==> config.mk <==
export PLATFORM = sky130hd
export DESIGN_NAME = pending_encoder8to3
export DESIGN_NICKNAME = d
export VERILOG_FILES = /design/src/rtl/enc_pkg.sv /design/src/rtl/rr_prio_pick.sv /design/src/rtl/pending_encoder8to3.sv
export SDC_FILE = /design/constraint.sdc
export NUM_CORES = 1
export LEC_CHECK = 0
export CAP_MARGIN = 20
export CORE_UTILIZATION = 42
export CTS_CLUSTER_DIAMETER = 60
export DETAILED_ROUTE_END_ITERATION = 8
export GPL_ROUTABILITY_DRIVEN = 0
export PLACE_DENSITY = 0.76
export SKIP_LAST_GASP = 1
export SLEW_MARGIN = 15
export SYNTH_ARGS = -nofsm -noshare
export SYNTH_HDL_FRONTEND = slang
export SYNTH_SLANG_ARGS = --single-unit
==> constraint.sdc <==
create_clock -name clk -period 2.6 [get_ports clk]
set_input_delay 0.52 -clock clk [delete_from_list [all_inputs] [get_ports clk]]
set_output_delay 0.52 -clock clk [all_outputs]
set_load 0.03 [all_outputs]
==> src/rtl/enc_pkg.sv <==
// Shared types and helpers for the pending 8-to-3 encoder.
// Index width, FSM states and the one-hot helper used by the clear mask.
package enc_pkg;

    localparam int N_REQ = 8;
    localparam int IDX_W = $clog2(N_REQ);

    typedef enum logic {
        IDLE    = 1'b0,
        PRESENT = 1'b1
    } enc_state_t;

    function automatic logic [N_REQ-1:0] onehot(input logic [IDX_W-1:0] idx);
        return {{(N_REQ-1){1'b0}}, 1'b1} << idx;
    endfunction

endpackage

==> src/rtl/rr_prio_pick.sv <==
// Combinational picker: lowest set bit, or first set bit at/after start
// (wrapping) when round-robin is enabled.
module rr_prio_pick
    import enc_pkg::*;
(
    input  logic [N_REQ-1:0] mask,
    input  logic [IDX_W-1:0] start,
    input  logic             rr_en,
    output logic [IDX_W-1:0] idx,
    output logic             any
);

    logic [IDX_W-1:0] pos;

    always_comb begin
        idx = '0;
        any = 1'b0;
        pos = '0;
        for (int i = 0; i < N_REQ; i++) begin
            pos = rr_en ? start + IDX_W'(i) : IDX_W'(i);
            if (!any && mask[pos]) begin
                idx = pos;
                any = 1'b1;
            end
        end
    end

endmodule

==> src/rtl/pending_encoder8to3.sv <==
// Sequential 8-to-3 encoder: requests collect into a pending register and
// are granted one index at a time over a valid/ready output.
module pending_encoder8to3 #(
    parameter int N_REQ = 8,
    parameter int IDX_W = 3,
    parameter int RR    = 0
) (
    input  logic             clk,
    input  logic             rst_n,
    input  logic             enable,
    input  logic             flush,
    input  logic [N_REQ-1:0] req,
    output logic [IDX_W-1:0] out_idx,
    output logic             out_valid,
    input  logic             out_ready,
    output logic [N_REQ-1:0] pending,
    output logic             overflow
);

    import enc_pkg::*;

    enc_state_t       state_q, state_d;
    logic [N_REQ-1:0] pending_q, pending_d;
    logic             overflow_q, overflow_d;
    logic [IDX_W-1:0] out_idx_q, out_idx_d;
    logic [IDX_W-1:0] ptr_q, ptr_d;

    logic             hs;
    logic [N_REQ-1:0] clr_mask;
    logic [N_REQ-1:0] post_mask;
    logic [IDX_W-1:0] start_ptr;
    logic [IDX_W-1:0] pick_idx;
    logic             pick_any;

    assign hs        = (state_q == PRESENT) && out_ready;
    assign clr_mask  = hs ? onehot(out_idx_q) : '0;
    assign post_mask = pending_q & ~clr_mask;
    // The next pick already searches from the slot after the index leaving now
    assign start_ptr = hs ? out_idx_q + IDX_W'(1) : ptr_q;

    rr_prio_pick u_pick (
        .mask  (post_mask),
        .start (start_ptr),
        .rr_en (RR != 0),
        .idx   (pick_idx),
        .any   (pick_any)
    );

    always_comb begin
        state_d    = state_q;
        out_idx_d  = out_idx_q;
        pending_d  = post_mask | req;
        overflow_d = overflow_q | (|(req & post_mask));
        ptr_d      = start_ptr;

        unique case (state_q)
            IDLE: begin
                if (enable && pick_any) begin
                    out_idx_d = pick_idx;
                    state_d   = PRESENT;
                end
            end
            PRESENT: begin
                if (hs) begin
                    if (enable && pick_any) begin
                        out_idx_d = pick_idx;
                    end else begin
                        state_d = IDLE;
                    end
                end
            end
            default: state_d = IDLE;
        endcase

        if (flush) begin
            state_d    = IDLE;
            out_idx_d  = '0;
            pending_d  = '0;
            overflow_d = 1'b0;
            ptr_d      = ptr_q;
        end
    end

    always_ff @(posedge clk or negedge rst_n) begin
        if (!rst_n) begin
            state_q    <= IDLE;
            out_idx_q  <= '0;
            pending_q  <= '0;
            overflow_q <= 1'b0;
            ptr_q      <= '0;
        end else begin
            state_q    <= state_d;
            out_idx_q  <= out_idx_d;
            pending_q  <= pending_d;
            overflow_q <= overflow_d;
            ptr_q      <= ptr_d;
        end
    end

    assign out_idx   = out_idx_q;
    assign out_valid = (state_q == PRESENT);
    assign pending   = pending_q;
    assign overflow  = overflow_q;

endmodule

==> qor.csv, run 1 <==
stage,metric,value,unit
synth,synth_top_cell_area_share,46.2,%
sta,tns,0,ns
synth,syn-num-nets,86,
global_route,overflow,0,
routing,drt_pre_antenna_iters,4,
job,cap_violations,0,
placed_design,hpwl,1320,um
critical_path,worstPathRequired,2.77,ns
critical_path,crit_path_start_kind,input port,
routing,wl_met3,108,um
cts,clk_latency,0.28,ns
cts,clkSlewWorstSetupHoldPaths,0.08,ns
placed_design,io_buffers,25,
global_route,grt_pass1_vias,692,
power,p_leak,0.396,nW
routing,wl_per_cell,14.8,um
global_route,grt_pass1_wl,2980,um
cts,cts_tree,done,
sta,hold_viol_final,0,
floorplanning,dieHeight,43.0,um
floorplanning,fp-row-count,14,
floorplanning,dieWidth,43.0,um
routing,drc,0,
cts,htree_levels,1,
status,outcome,"finished, final reports clean",
cells_and_area,final_common_cell,clkdlybuf4s50_1,
routing,wl_met1,794,um
sta,setup_slack,0.276,ns
synth,syn-cell-area,704,um2
critical_path,cp_max_fo,5,
sta,final.min_clock_period,2.32,ns
routing,drt_iter0_drc,18,
synth,synth_seq_cells,13,
synth,ys_types,30,
sta,fmax,0.430,GHz
synth,synth_warnings,0,
cells_and_area,num_antenna_cells,0,
cells_and_area,fin_nets,116,
cts,numClockSinks,13,
power,peakVddDrop,0.340,mV
critical_path,cp_slowest_cell,or4_4,
synth,postSynthAreaPerCell,9.65,um2
routing,vias,712,
floorplanning,die_area,0.00185,mm2
sta,worst_pin_slew,0.592,ns
floorplanning,floorplan.initialDensity,45.7,%
placed_design,pre_cts_ws,0.0168,ns
routing,met2_length,802,um
routing,wl,1750,um
power,p_per_area,522,mW/mm2
global_route,grt_max_degree,16,
cells_and_area,nFillCells,140,
cells_and_area,drive_above_1_share,10.8,%
cts,cts-buffers-inserted,3,
cts,hold_buffers,0,
critical_path,end_kind,flip-flop,
critical_path,cp_cell_sequence,clkdlybuf4s50_1 > nand4b_1 > o21a_2 > or4_4 > o21ai_2 > o2bb2a_1,
sta,rsz0062_at_grt,false,
synth,synth.area.top_cells,"dfrtp_1 46%, nor2_1 8.5%, o21a_1 5.3%, a222oi_1 2.8%, o31a_2 2.8%",
cells_and_area,regArea,325,um2
critical_path,worstSetupPathType,in -> reg,
cts,cts_setup_buffers,0,
min_path,min_path_type,in -> async,
cts,cts_root_buffer,clkbuf_4,
floorplanning,pin_count,26,
sta,timing.final.crit_share,89.4,%
cts,cts-resized-gates,0,
sta,setup_viol,0,
power,p_total,0.524,mW
routing,viasPerCell,6.03,
critical_path,cpPeakStageDelay,0.55,ns
cts,cts.path.max_buffers,2,
synth,synth_area_leader_cell,dfrtp_1,
floorplanning,coreArea,0.00154,mm2
sta,slew_headroom,60.4,%
global_route,antenna_found_initial,0,
routing,ant_nets,0,
sta,fin_worst_skew,0.00170,ns
synth,yosysSeqAreaShare,46.2,%
sta,final_max_slew_viol_count,0,
routing,topRoutingLayerUsed,met4,
cells_and_area,syn_to_final_growth,42.6,%
cells_and_area,fin_util,65.2,%
cells_and_area,multi_input_area,364,um2
global_route,grt_usage,21.9,%
cells_and_area,final_cell_mix,"25 x clkdlybuf4s50_1, 16 x nor2_1, 13 x dfrtp_1",
synth,synth_cells,73,
critical_path,worst_ep_arrival_time,2.49,ns
final cells by class:
class | instances | area share [%]
multi-input combinational | 57 | 36.2
clock buffer | 4 | 2.62
tap | 16 | 1.99
sequential | 13 | 32.4
inverter | 1 | 0.374
timing repair buffer | 27 | 26.4
synth_stat cells:
master and instances:
o21a_2 1, nor2_1 16, o31ai_1 2, nand4b_1 1, inv_1 1, nand3b_1 2, o21a_1 5, o21ai_0 2
o21ai_2 1, o2bb2a_1 1, a222oi_1 2, a211oi_1 2, nand2b_1 2, or4_1 1, clkbuf_1 1, nand3_1 2
or2b_1 1, a21oi_1 3, o31a_2 2, mux2_2 1, and2_1 1, o22ai_1 2, buf_4 1, dfrtp_1 13
or4_4 1, a31oi_1 1, a221oi_1 1, nand4_1 1, mux2i_1 1, nor3_1 2
final timing paths:
| kind | end | cells after the start | slack [ns] | from |
|---|---|---|---|---|
| setup / recovery | out_idx[0]$_DFFE_PN0P_ | 6 | 0.28 | out_ready |
| hold / removal | pending[4]$_DFF_PN0_ | 1 | 0.61 | rst_n |
| setup reg to reg | out_idx[0]$_DFFE_PN0P_ | 5 | 0.56 | out_idx[2]$_DFFE_PN0P_ |
| hold reg to reg | overflow$_DFF_PN0_ | 2 | 0.62 | overflow$_DFF_PN0_ |
| max in group asynchronous | pending[7]$_DFF_PN0_ | 1 | 1.61 | rst_n |
| min in group clk | overflow$_DFF_PN0_ | 2 | 0.62 | overflow$_DFF_PN0_ |
per-stage QoR:
stage / area [um2] / cells / hold WS, ns
after floorplan: 704 / 73 / 0.224
after CTS: 1000 / 118 / 0.615
final: 1000 / 118 / 0.608
after global placement: 978 / 114 / 0.604
after global routing: 1000 / 118 / 0.652
after detailed placement: 978 / 114 / 0.575
worst max-delay path, delay by kind of cell:
family,cells,cell delay [ns]
buffers and inverters,1,0.54
AND/OR/NAND/NOR,2,0.75
AO/OA/AOI/OAI,3,0.69
power by group:
group	internal, mW	switching [mW]
combinational	0.0752	0.0835
clock	0.0596	0.0692
sequential	0.217	0.0191
registers in the layout, summed over array words and instances (netlist names):
name	flops
pending	8
out_idx	3
overflow	1
out_valid	1
routing by layer:
layer | GRT usage, % | vias up
met5 | 0 | -
met2 | 32.7 | 31
met4 | 9.70 | 0
met3 | 5.96 | 7
li1 | - | 339
met1 | 29.6 | 335
cells by family after synthesis:
kind of cell           Yosys count  synth area share (%)
AND/OR/NAND/NOR                 30                  22.0
AO/OA/AOI/OAI                   25                  26.6
flip-flops                      13                  46.2
multiplexers                     2                  3.02
buffers and inverters            3                  2.13
Note: power is estimated with default switching activity, not from simulation.
==> run 2: changes to the inputs <==
- ABC_AREA: unset -> 1
- CORE_ASPECT_RATIO: unset -> 0.75
- CORE_UTILIZATION: 42 -> 44
- PLACE_DENSITY: 0.76 -> 0.75
- SLEW_MARGIN: 15 -> 20
==> run 2 against run 1 <==
Effect of this change: sequential cell count unchanged; final area up 6.5%; critical path depth up 7; via count up 6.0%; utilization up 4.0 points; final cell count up 31%; maximum frequency up 17%; global-route usage up 0.44 points; total power up 0.43%; combinational power up 6%; critical path type unchanged; largest cell class unchanged; highest routed layer is now met3.
==> qor.csv, run 2 <==
stage,metric,value,unit,change
status,outcome,"finished, final reports clean",,
cts,clk_latency,0.28,ns,about the same
placed_design,io_buffers,25,,unchanged
cells_and_area,final_common_cell,nand2_1,,
cts,hold_buffers,0,,unchanged
floorplanning,dieHeight,38.1,um,-11%
cells_and_area,fin_nets,148,,+28%
synth,synth.area.top_cells,"dfrtp_1 43%, nand2_1 13%, inv_1 8.4%, nor2_1 7.9%, nand2_2 5.7%",,
cells_and_area,final_cells,155,,+31%
floorplanning,die_area,0.00191,mm2,+3.3%
critical_path,r2r-start,out_valid$_DFF_PN0_,,
cells_and_area,fin_util,69.2,%,+4.0 points
cells_and_area,nFillCells,125,,-11%
synth,synth_cells,105,,+44%
sta,worst_pin_slew,0.598,ns,+0.00601 ns
floorplanning,fp-row-count,12,,-2
synth,synth_area_leader_cell,dfrtp_1,,
cells_and_area,drive_above_1_share,11.2,%,+0.41 points
sta,fin_worst_skew,0.00240,ns,+0.000700 ns
critical_path,cp_top_family,simple AND/OR/NAND/NOR gates,,
routing,vias,755,,+6.0%
synth,syn-num-nets,118,,+37%
synth,synth_commonest_cells,"26 x nand2_1, 17 x inv_1, 16 x nor2_1",,
cells_and_area,final_cell_mix,"26 x nand2_1, 25 x clkdlybuf4s50_1, 17 x inv_1",,
synth,yosysSeqAreaShare,42.6,%,-3.6 points
critical_path,cp_slowest_cell,clkdlybuf4s50_1,,
power,peakVddDrop,0.343,mV,+0.87%
cells_and_area,num_antenna_cells,0,,unchanged
routing,wl,1860,um,+6.3%
min_path,min_path_type,reg -> reg,,
sta,final.min_clock_period,1.99,ns,-0.331 ns
routing,topRoutingLayerUsed,met3,,
sta,hold_viol_final,0,,unchanged
routing,viasPerCell,4.87,,-19%
placed_design,hpwl,1430,um,+8.8%
global_route,grt_pass1_vias,684,,-1.2%
job,cap_violations,0,,unchanged
cts,numClockSinks,13,,unchanged
global_route,grt_pass1_wl,3030,um,+1.6%
global_route,overflow,0,,unchanged
global_route,grt_max_degree,14,,-2
sta,slew_headroom,60.0,%,-0.40 points
cells_and_area,largest_reg_flops,8,,unchanged
power,p_per_area,492,mW/mm2,-5.7%
critical_path,cpPeakStageDelay,0.48,ns,-0.07 ns
routing,drc,0,,unchanged
synth,ys_types,16,,-47%
critical_path,worst_ep_arrival_time,2.22,ns,-0.27 ns
cts,cts_setup_buffers,0,,unchanged
synth,synth_top_cell_area_share,42.6,%,-3.6 points
critical_path,worstSetupPathType,in -> reg,,
global_route,grt_usage,22.3,%,+0.44 points
routing,drt_pre_antenna_iters,4,,unchanged
sta,fmax,0.502,GHz,+17%
sta,tns,0,ns,unchanged
cts,cts_tree,done,,
global_route,antenna_found_initial,0,,unchanged
floorplanning,dieWidth,50.1,um,+17%
sta,setup_viol,0,,unchanged
routing,wl_per_cell,12.0,um,-19%
sta,timing.final.crit_share,76.7,%,-13 points
synth,ys.flop_type,dfrtp_1,,
critical_path,crit_buf_inv,1,,unchanged
critical_path,end_kind,flip-flop,,
floorplanning,coreArea,0.00155,mm2,+0.32%
min_path,min_path_cells,2,,
sta,rsz0062_at_grt,false,,
floorplanning,pin_count,26,,unchanged
cts,cts_root_buffer,clkbuf_4,,
synth,synth_edf_count,0,,unchanged
min_path,min_to,out_idx[2]$_DFFE_PN0P_,,
sta,final_max_slew_viol_count,0,,unchanged
critical_path,ff2ff_path_depth,12,,+7
cts,htree_levels,1,,unchanged
critical_path,r2r-end,out_idx[1]$_DFFE_PN0P_,,
min_path,holdCritStartpoint,out_idx[2]$_DFFE_PN0P_,,
routing,ant_nets,0,,unchanged
synth,synth_warnings,0,,unchanged
routing,met2_length,851,um,+6.1%
cts,cts-resized-gates,0,,unchanged
critical_path,crit_path_start_kind,input port,,
cts,cts-buffers-inserted,3,,unchanged
critical_path,cp_max_fo,4,,-1
cts,cts.path.max_buffers,2,,unchanged
routing,wl_met3,90,um,-17%
cells_and_area,syn_to_final_growth,40.2,%,
synth,syn-cell-area,763,um2,+8.3%
critical_path,cp_cell_sequence,clkdlybuf4s50_1 > nand2_1 > nor2_2 > nand2_1 > nand2_2 > nand2_2 > nor2_4 > nand2_1 > nor2_1 > o21ai_0 > nand2_1 > nand3_1 > nand2_1,,
synth,synth_seq_cells,13,,unchanged
synth,synth.most_common_cell,nand2_1,,
critical_path,reg2reg_slack,0.92,ns,+0.36 ns
critical_path,critical_path.most_common_cell,nand2_1,,
routing,drt_iter0_drc,14,,-4
critical_path,worstPathRequired,2.82,ns,+0.05 ns
floorplanning,floorplan.initialDensity,49.4,%,+3.7 points
cts,clkSlewWorstSetupHoldPaths,0.08,ns,about the same
placed_design,numPlacedInstances,151,,+32%
synth,synthArstFlopShare,100,%,unchanged
power,p_leak,0.540,nW,+37%
synth,postSynthAreaPerCell,7.27,um2,-25%
routing,wl_met1,915,um,+15%
==> run 2: worst reg2reg max path, cell delays in order (launching register included) <==
cell and delay [ns]:
dfrtp_1 0.40, nand2_1 0.10, nor2_2 0.17, nand2_1 0.10
nand2_2 0.10, nand2_2 0.07, nor2_4 0.14, nand2_1 0.08
nor2_1 0.08, o21ai_0 0.12, nand2_1 0.10, nand3_1 0.09
nand2_1 0.08
==> run 2: worst max-delay path by stage <==
stage / from / endpoint / cells after the start / slack, ns
floorplan: out_valid$_DFF_PN0_ / out_idx[0]$_DFFE_PN0P_ / 11 / 0.92
global placement: out_ready / out_idx[1]$_DFFE_PN0P_ / 12 / 0.39
detailed placement: out_ready / out_idx[1]$_DFFE_PN0P_ / 13 / 0.33
CTS: out_ready / out_idx[1]$_DFFE_PN0P_ / 13 / 0.62
global route: out_ready / out_idx[1]$_DFFE_PN0P_ / 13 / 0.46
finish: out_ready / out_idx[1]$_DFFE_PN0P_ / 13 / 0.61
==> run 2: per-stage QoR <==
stage	worst slack, ns	power, mW	hold slack, ns	instance area [um2]
4_1_cts	0.617	0.531	0.560	1070
5_1_grt	0.463	0.557	0.620	1070
6_report	0.607	0.526	0.568	1070
2_1_floorplan	0.924	0.331	0.224	763
3_3_place_gp	0.392	0.399	0.529	1040
3_5_place_dp	0.332	0.401	0.539	1040
==> run 2: cells by family after synthesis <==
group | synth area share, %
flip-flops | 42.6
AND/OR/NAND/NOR | 36.1
buffers and inverters | 8.85
AO/OA/AOI/OAI | 12.5
==> run 2: area by class of cell <==
class | instances | area [um2] | share of cell area (%)
clock buffers | 4 | 26.3 | 2.46
multi-input cells | 74 | 370 | 34.6
repair buffers | 26 | 258 | 24.1
flip-flops and latches | 13 | 325 | 30.4
well taps | 21 | 26.3 | 2.46
inverters | 17 | 63.8 | 5.96
==> run 2: layer usage <==
layer | GRT usage [%] | vias to the layer above
met2 | 36.7 | 26
met4 | 4.29 | 0
li1 | - | 387
met1 | 29.1 | 342
met3 | 7.14 | 0
met5 | 0 | -
==> run 2: where the power goes <==
part / switching (mW) / internal (mW) / total, mW
Sequential: 0.0130 / 0.217 / 0.230
Combinational: 0.0989 / 0.0691 / 0.168
Clock: 0.0685 / 0.0595 / 0.128
Total: 0.180 / 0.346 / 0.526
==> run 3: changes to the inputs <==
- CORE_UTILIZATION: 44 -> 39
- PLACE_DENSITY: 0.75 -> 0.7
- clock period: 2.6 -> 1.7 ns (I/O delays scaled with it)
==> run 3 against run 2 <==
Effect of this change: sequential cell count stayed put; critical path depth is 12 lower; clock power is 57% higher; sequential share of layout area is 2.6 points lower; first-iteration DRC count is 21% higher; global-route usage is 0.42 points lower; total power is 57% higher; die area is 12% higher; worst setup slack worse by 0.55 ns; routed wire length is 6.8% higher; worst hold slack worse by 0.21 ns; largest cell class unchanged; largest power group unchanged.
==> qor.csv, run 3 (synthesized netlist as in run 2, its figures left out) <==
stage,metric,value,unit,change
status,outcome,"finished, final reports clean",,
cts,cts_root_buffer,clkbuf_4,,
global_route,grt_usage,21.9,%,-0.42 points
sta,worst_pin_slew,0.318,ns,-0.280 ns
cells_and_area,fin_nets,158,,+6.8%
floorplanning,dieWidth,53.1,um,+6.0%
global_route,grt_pass1_vias,715,,+4.5%
power,p_per_area,708,mW/mm2,+44%
critical_path,cpPeakStageDelay,0.67,ns,+0.19 ns
routing,drt_pre_antenna_iters,4,,unchanged
sta,final.min_clock_period,1.65,ns,
critical_path,cp_top_family,buffers and inverters,,
routing,drc,0,,unchanged
global_route,overflow,0,,unchanged
cts,hold_buffers,0,,unchanged
routing,vias,781,,+3.4%
job,cap_violations,0,,unchanged
cells_and_area,finalInstanceArea,0.00117,mm2,+9.2%
sta,setup_viol,0,,unchanged
critical_path,worst_ep_arrival_time,1.31,ns,-0.91 ns
cells_and_area,final_cell_mix,"24 x nand2_1, 17 x inv_1, 15 x nor2_1",,
power,peakVddDrop,0.483,mV,+41%
placed_design,placed_area,0.00110,mm2,+5.9%
sta,hold_viol_final,0,,unchanged
sta,slew_headroom,78.8,%,+19 points
floorplanning,pin_count,26,,unchanged
critical_path,cp_cell_sequence,clkdlybuf4s50_1,,
sta,timing.final.crit_share,96.8,%,
routing,wl,1980,um,+6.8%
cts,cts.path.max_buffers,2,,unchanged
min_path,min_path_type,in -> async,,
cts,clkSlewWorstSetupHoldPaths,0.09,ns,about the same
sta,fin_worst_skew,0.00628,ns,+0.00388 ns
routing,ant_nets,0,,unchanged
critical_path,crit_buf_inv,1,,unchanged
sta,final_max_slew_viol_count,0,,unchanged
floorplanning,dieHeight,40.3,um,+5.9%
sta,fmax,0.608,GHz,
critical_path,crit_path_start_kind,flip-flop,,
critical_path,cp_max_fo,2,,-2
routing,wl_per_cell,11.9,um,-0.24%
floorplanning,floorplan.initialDensity,42.7,%,-6.7 points
critical_path,worstSetupPathType,reg -> out,,
cells_and_area,drive_above_1_share,19.4,%,+8.3 points
placed_design,io_buffers,25,,unchanged
cts,cts_tree,done,,
sta,tns,0,ns,unchanged
cells_and_area,nFillCells,163,,+30%
critical_path,end_kind,primary output,,
cts,cts-buffers-inserted,3,,unchanged
cells_and_area,largest_reg_flops,8,,unchanged
global_route,antenna_found_initial,0,,unchanged
sta,rsz0062_at_grt,true,,
cts,numClockSinks,13,,unchanged
routing,drt_iter0_drc,17,,+3
cells_and_area,syn_to_final_growth,53.1,%,
floorplanning,die_area,0.00214,mm2,+12%
global_route,grt_max_degree,14,,unchanged
global_route,grt_pass1_wl,3170,um,+4.6%
cells_and_area,final_common_cell,nand2_1,,
cts,clk_latency,0.28,ns,about the same
routing,viasPerCell,4.70,,-3.4%
placed_design,hpwl,1520,um,+6.3%
critical_path,cp_slowest_cell,clkdlybuf4s50_1,,
floorplanning,fp-row-count,13,,+1
cts,htree_levels,1,,unchanged
critical_path,worstPathRequired,1.36,ns,-1.46 ns
cells_and_area,num_antenna_cells,0,,unchanged
power,p_leak,0.693,nW,+28%
floorplanning,coreArea,0.00179,mm2,+16%
-- run 3: changes by cell type in the layout (fill, tap and decap cells not counted), sizes merged --
| cell | previous run | this run |
|---|---|---|
| buf | 1 | 11 |
| dlygate4sd2 | 0 | 6 |
| clkdlybuf4s50 | 25 | 12 |
| dlymetal6s2s | 0 | 7 |
-- run 3: per-stage QoR --
stage          hold slack [ns]  util (%)  cells  total power, mW  setup WS [ns]
6_report                 0.359      65.3    166            0.828         0.0541
5_1_grt                  0.364      65.3    166            0.886        -0.0359
4_1_cts                  0.366      63.9    165            0.839        0.00794
3_5_place_dp             0.545      61.7    160            0.635         -0.368
3_3_place_gp             0.540      61.7    160            0.631         -0.293
2_1_floorplan           0.0444         -    105            0.506         0.0237
-- run 3: area by class of cell --
class	count	area, um2	share of cell area, %
Sequential cell	13	325	27.8
Timing Repair Buffer	36	343	29.3
Inverter	17	63.8	5.46
Multi-Input combinational cell	74	383	32.8
Tap cell	22	27.5	2.36
Clock buffer	4	26.3	2.25
-- run 3: power breakdown --
part / total [mW] / switching (mW) / internal, mW
Combinational: 0.273 / 0.156 / 0.117
Sequential: 0.354 / 0.0217 / 0.332
Clock: 0.201 / 0.110 / 0.0912
-- run 3: layer usage --
layer / part of all wire [%] / global-route usage, % / vias up
li1: - / - / 404
met1: 48 / 28.3 / 352
met2: 46 / 36.7 / 25
met3: 6.1 / 6.82 / 0
met4: 0 / 3.95 / 0
met5: 0 / 0 / -
-- run 3: path summary, 6_finish.rpt --
kind | startpoint | endpoint | slack (ns) | cells past startpoint
min in group clk | out_idx[1]$_DFFE_PN0P_ | out_idx[1]$_DFFE_PN0P_ | 0.58 | 2
worst max register to register | out_valid$_DFF_PN0_ | out_idx[2]$_DFFE_PN0P_ | 0.12 | 12
max in group asynchronous | rst_n | pending[2]$_DFF_PN0_ | 1.17 | 2
worst max-delay path | pending[6]$_DFF_PN0_ | pending[6] | 0.05 | 1
worst min register to register | out_idx[1]$_DFFE_PN0P_ | out_idx[1]$_DFFE_PN0P_ | 0.58 | 2
worst min-delay path | rst_n | out_valid$_DFF_PN0_ | 0.36 | 2
-- run 3: timing repair --
action	4_1_cts	5_1_grt
endpoints found under the setup margin	8	11
resized for setup	10	8
pin swaps	4	5
setup buffers	1	1
